--- src/rtl/vdp_seq.sv ---
// vdp_seq -- control sequencer for the iterative datapath.
// Each iteration walks S1..S4 and then CHK (five cycles). In CHK the datapath
// comparator flag decides whether to loop again or finish through DONE.
// Optional feature: define VDP_SEQ_WATCHDOG_EN to end a run once iter_cnt
// reaches a non-zero max_iter. That path sets the sticky timeout flag.
// Without the macro, max_iter is ignored and timeout stays 0.
module vdp_seq #(
  parameter int ITER_W = 16
) (
  input  logic              clk,
  input  logic              reset,
  input  logic              start,
  input  logic              abort,
  input  logic              c_in,
  input  logic [ITER_W-1:0] max_iter,
  output logic [2:0]        state,
  output logic [1:0]        mux_ctrl,
  output logic              sub_bit,
  output logic              load_in,
  output logic              busy,
  output logic              done,
  output logic [ITER_W-1:0] iter_cnt,
  output logic              timeout
);

  typedef enum logic [2:0] {
    IDLE = 3'd0,
    S1   = 3'd1,
    S2   = 3'd2,
    S3   = 3'd3,
    S4   = 3'd4,
    CHK  = 3'd5,
    DONE = 3'd6
  } state_t;

  state_t            r_state;
  state_t            w_next;
  logic [ITER_W-1:0] r_iter_cnt;
  logic              r_timeout;
  logic              w_accept;
  logic              w_limit_hit;
  logic              w_iter_step;
  logic              w_timeout_set;

`ifdef VDP_SEQ_WATCHDOG_EN
  // Zero means the run has no iteration limit.
  assign w_limit_hit = (max_iter != '0) && (r_iter_cnt == max_iter);
`else
  logic w_unused_max_iter;
  assign w_unused_max_iter = ^max_iter;
  assign w_limit_hit       = 1'b0;
`endif

  // A run is accepted only from IDLE. Abort beats start, and reset beats both.
  assign w_accept      = (r_state == IDLE) && start && !abort && !reset;
  // The count advances only on a real S4->CHK move, never on an abort out of S4.
  assign w_iter_step   = (r_state == S4) && (w_next == CHK);
  // Natural completion (c_in=0) wins over the limit, so the limit flag needs c_in=1.
  assign w_timeout_set = (r_state == CHK) && c_in && w_limit_hit && (w_next == DONE);

  // State register with synchronous reset.
  // NOTE: sequential state uses non-blocking (<=) so every flop samples pre-edge values.
  always_ff @(posedge clk) begin
    if (reset) r_state <= IDLE;
    else       r_state <= w_next;
  end

  // Next-state logic. Abort from any busy state returns to IDLE.
  // NOTE: w_next gets a default before the case so no path leaves it unassigned (no latch).
  always_comb begin
    w_next = r_state;
    unique case (r_state)
      IDLE:    if (start && !abort) w_next = S1;
      S1:      w_next = S2;
      S2:      w_next = S3;
      S3:      w_next = S4;
      S4:      w_next = CHK;
      CHK: begin
        if (!c_in)            w_next = DONE;
        else if (w_limit_hit) w_next = DONE;
        else                  w_next = S1;
      end
      DONE:    w_next = IDLE;
      default: w_next = IDLE;
    endcase
    if (abort && (r_state != IDLE)) w_next = IDLE;
  end

  // Iteration counter and sticky timeout. Both are cleared on an accepted start
  // and otherwise hold between runs.
  always_ff @(posedge clk) begin
    if (reset) begin
      r_iter_cnt <= '0;
      r_timeout  <= 1'b0;
    end else if (w_accept) begin
      r_iter_cnt <= '0;
      r_timeout  <= 1'b0;
    end else begin
      if (w_iter_step && (r_iter_cnt != '1)) r_iter_cnt <= r_iter_cnt + 1'b1;
      if (w_timeout_set)                    r_timeout  <= 1'b1;
    end
  end

  // Moore decode of the datapath controls. load_in is the start-acceptance strobe.
  always_comb begin
    mux_ctrl = 2'b00;
    sub_bit  = 1'b0;
    unique case (r_state)
      S1:      mux_ctrl = 2'b00;
      S2:      mux_ctrl = 2'b01;
      S3: begin
        mux_ctrl = 2'b10;
        sub_bit  = 1'b1;
      end
      S4: begin
        mux_ctrl = 2'b11;
        sub_bit  = 1'b1;
      end
      default: mux_ctrl = 2'b00;
    endcase
  end

  assign state    = r_state;
  assign busy     = (r_state != IDLE);
  assign done     = (r_state == DONE);
  assign load_in  = w_accept;
  assign iter_cnt = r_iter_cnt;
`ifdef VDP_SEQ_WATCHDOG_EN
  assign timeout  = r_timeout;
`else
  assign timeout  = 1'b0;
`endif

endmodule

--- config.mk ---
export PLATFORM = sky130hd
export DESIGN_NAME = vdp_seq
export DESIGN_NICKNAME = d
export VERILOG_FILES = /design/src/rtl/vdp_seq.sv
export SDC_FILE = /design/constraint.sdc
export NUM_CORES = 1
export LEC_CHECK = 0
export BUFFER_PORTS_ARGS = -buffer_cell sky130_fd_sc_hd__buf_2
export CORE_MARGIN = 2
export CORE_UTILIZATION = 39
export DETAILED_ROUTE_END_ITERATION = 7
export PLACE_DENSITY = 0.71
export SLEW_MARGIN = 20
export SYNTH_ARGS = -nofsm -noshare
export SYNTH_HDL_FRONTEND = slang
export SYNTH_SLANG_ARGS = --single-unit
--- constraint.sdc ---
create_clock -name clk -period 6.3 [get_ports clk]
set_input_delay 1.26 -clock clk [delete_from_list [all_inputs] [get_ports clk]]
set_output_delay 1.26 -clock clk [all_outputs]
set_load 0.01 [all_outputs]
==> summary.txt <==
Timing
  • Final hold slack: 0.514 ns
  • RSZ-0062 raised after global routing: false
  • Post-route setup TNS: 0 ns
  • Post-route minimum period: 3.30 ns
  • Worst slew pin tran: 0.778 ns
  • Tcrit/Tclk final: 0.524
  • Setup Skew: 0.0114 ns
  • Setup violations, final: 0
  • Max Clk Rate: 303 MHz
  • Final Hold Fails: 0
  • Slew Viols, Final: 0
  • Rel. slew slack: 0.475

Global route
  • GRT Overall Usage: 0.165
  • Antenna violations before repair: 0
  • First-pass GRT wire length: 4260 um
  • Vias in the first global route: 956
  • Pin count of the biggest net entering global routing: 17
  • Total global routing overflow: 0

Final layout
  • Layout cells sized above 1: 0.239
  • Commonest cells after routing, fill and taps aside: buf_2, dfxtp_1, a21oi_1
  • Number of diodes: 0
  • Most common cell after layout, fill and taps aside: buf_2
  • Fin util: 0.491
  • Sequential cell area: 380 um^2
  • # fillers: 260
  • Multi-input logic area: 633 um^2
  • Synthesis-to-finish area growth: 17.3%
  • Final Net Count: 182

Critical path
  • Critical Path Start Type: input port
  • Worst path bufs/invs: 2
  • Crit-path cells: buf_2 -> nor4b_1 -> and2_1 -> buf_2
  • Crit path kind: in2out
  • Critical-path top delay cell: nor4b_1
  • WP data required: 5.04 ns
  • CP max FO: 3
  • Setup crit end kind: output pin
  • Slowest cell delay on critical path: 0.39 ns
  • WP data arrival: 2.04 ns
  • Delay-heaviest family, CP: simple AND/OR/NAND/NOR gates
  • Crit path top cell by count: buf_2

Routing
  • Drt total wl: 2400 um
  • DR vias: 1096
  • Routed len/inst: 12.7 um
  • 1st-pass router iterations: 4
  • Initial DRC Count: 30
  • Vias per inst: 5.80
  • DRC: 0
  • Routed Antenna Nets: 0

Logic synthesis
  • Ys async rst share: 0
  • Net count after synthesis: 154
  • Top cell type's share of synthesized area: 0.360
  • Mux share of post-synthesis cell area: 0.00948
  • Post-Synth XOR/XNOR Area: 0.00829
  • Synth Area in Compound Gates: 0.179
  • Top post-synthesis cells by area: dfxtp_1, a21oi_1, o21ai_0
  • Largest family of logic cells by synthesized area: simple AND/OR/NAND/NOR gates
  • Synth Instances: 132
  • Post-synthesis register bit count: 19
  • Post-Syn Area per Cell: 8.00 um^2
  • Cell variety after synth: 38
  • Number of synthesized flops with an enable pin: 0
  • Yosys top cell by area: dfxtp_1
  • Seq/Total Area, Yosys: 0.360
  • YS warnings: 0
  • Simple-Gate Fraction of Synth Area: 0.382
  • Ys flop type: dfxtp_1
  • Mapped cell area: 1060 um^2
  • Synth Area in Adders: 0.0118

Min path
  • HP Class: reg2reg

Clock tree
  • Worst-Skew Late Latency: 0.31 ns
  • Hold Buf Count CTS: 0
  • CTS buffer count: 3
  • Worst-case clock buffer depth: 2
  • Clock sink total: 19
  • TritonCTS clock tree: done
  • Resized Gates After CTS: 0
  • Root buf cell: clkbuf_4
  • Clk pin slew, worst setup/hold paths: 0.10 ns
  • Number of H-tree levels: 1
  • Post-CTS setup buffers: 0

Floorplanning
  • Row count: 18
  • Die height: 56.0 um
  • IO Count: 47
  • Die Span X: 56.0 um
  • Total core area: 2520 um^2
  • Initial Util: 0.419
  • Die ar.: 3140 um^2

Power and ir drop
  • Maximum vdd drop: 0.111 mV
  • Power Density: 159 nW/um^2
  • Lkg Pwr: 0.492 nW

Place
  • Gpl congestion: 0.793
  • Dpl hpwl: 1770 um
  • Port-buffer cells: 29

Flow run
  • Max-cap viol count: 0

Status
  • Outcome: completed
-- flip-flops by register name, indices dropped and copies added (netlist names) --
signal    flops
state         3
iter_cnt     16
-- cell families (layout without fill, tap and decap cells) --
kind of cell | after synthesis | in the layout
adder cells (fa/ha/maj) | 1 | 1
other | 1 | 1
AND/OR/NAND/NOR | 67 | 67
buffers and inverters | 9 | 36
flip-flops | 19 | 19
XOR/XNOR | 1 | 1
AO/OA/AOI/OAI | 33 | 33
multiplexers | 1 | 1
-- per-layer routing --
metal,vias up,wire (um),global-route usage
li1,553,-,-
met1,506,1150,0.221
met2,33,1070,0.255
met3,4,151,0.0512
met4,0,25,0.0408
met5,-,0,0
-- final cells by class --
| class | instances | area share |
|---|---|---|
| inverters | 2 | 0.00606 |
| clock buffers | 3 | 0.0182 |
| repair buffers | 30 | 0.123 |
| well taps | 30 | 0.0303 |
| flip-flops and latches | 19 | 0.307 |
| clock inverters | 1 | 0.00404 |
| multi-input cells | 104 | 0.511 |
-- through the flow --
stage	cells	power, mW	area, um^2	worst slack, ns
floorplan	132	0.133	1060	3.24
global placement	185	0.136	1200	3.00
detailed placement	185	0.137	1200	3.00
CTS	189	0.199	1230	2.99
global route	189	0.208	1240	2.92
finish	189	0.197	1240	3.00
-- worst register-to-register path: cells and delay by family (launching register included) --
kind	cells	cell delay (ns)
simple gates	3	1.55
flops	1	0.45
compound gates	1	0.14
-- synthesized netlist by cell type (2+ instances only) --
cell and number:
dfxtp_1 19, a21oi_1 13, o21ai_0 12, or3_1 9, nor2_1 8, nand4_1 7, and2_1 6, nand2_1 6
nor3_1 6, nand3_1 5, clkbuf_1 4, nor4_1 3, and3_1 2, and4b_1 2, buf_4 2, inv_1 2
nand2b_1 2, nand3b_1 2, nor4b_1 2, or4_1 2
-- report_power, final --
| group | internal, mW | total, mW | switching (mW) |
|---|---|---|---|
| combinational | 0.00479 | 0.0117 | 0.00688 |
| sequential | 0.121 | 0.122 | 0.00182 |
| clock | 0.0237 | 0.0628 | 0.0391 |
| total | 0.149 | 0.197 | 0.0478 |
-- path summary, 6_finish.rpt --
kind / from / end / slack, ns / cells after the start
worst min-delay path: iter_cnt[9] / iter_cnt[9] / 0.51 / 2
worst max-delay path: start / load_in / 3.00 / 4
worst max register to register: state[0] / iter_cnt[9] / 4.09 / 4
worst min register to register: iter_cnt[9] / iter_cnt[9] / 0.51 / 2
(Power assumes the default switching activity.)
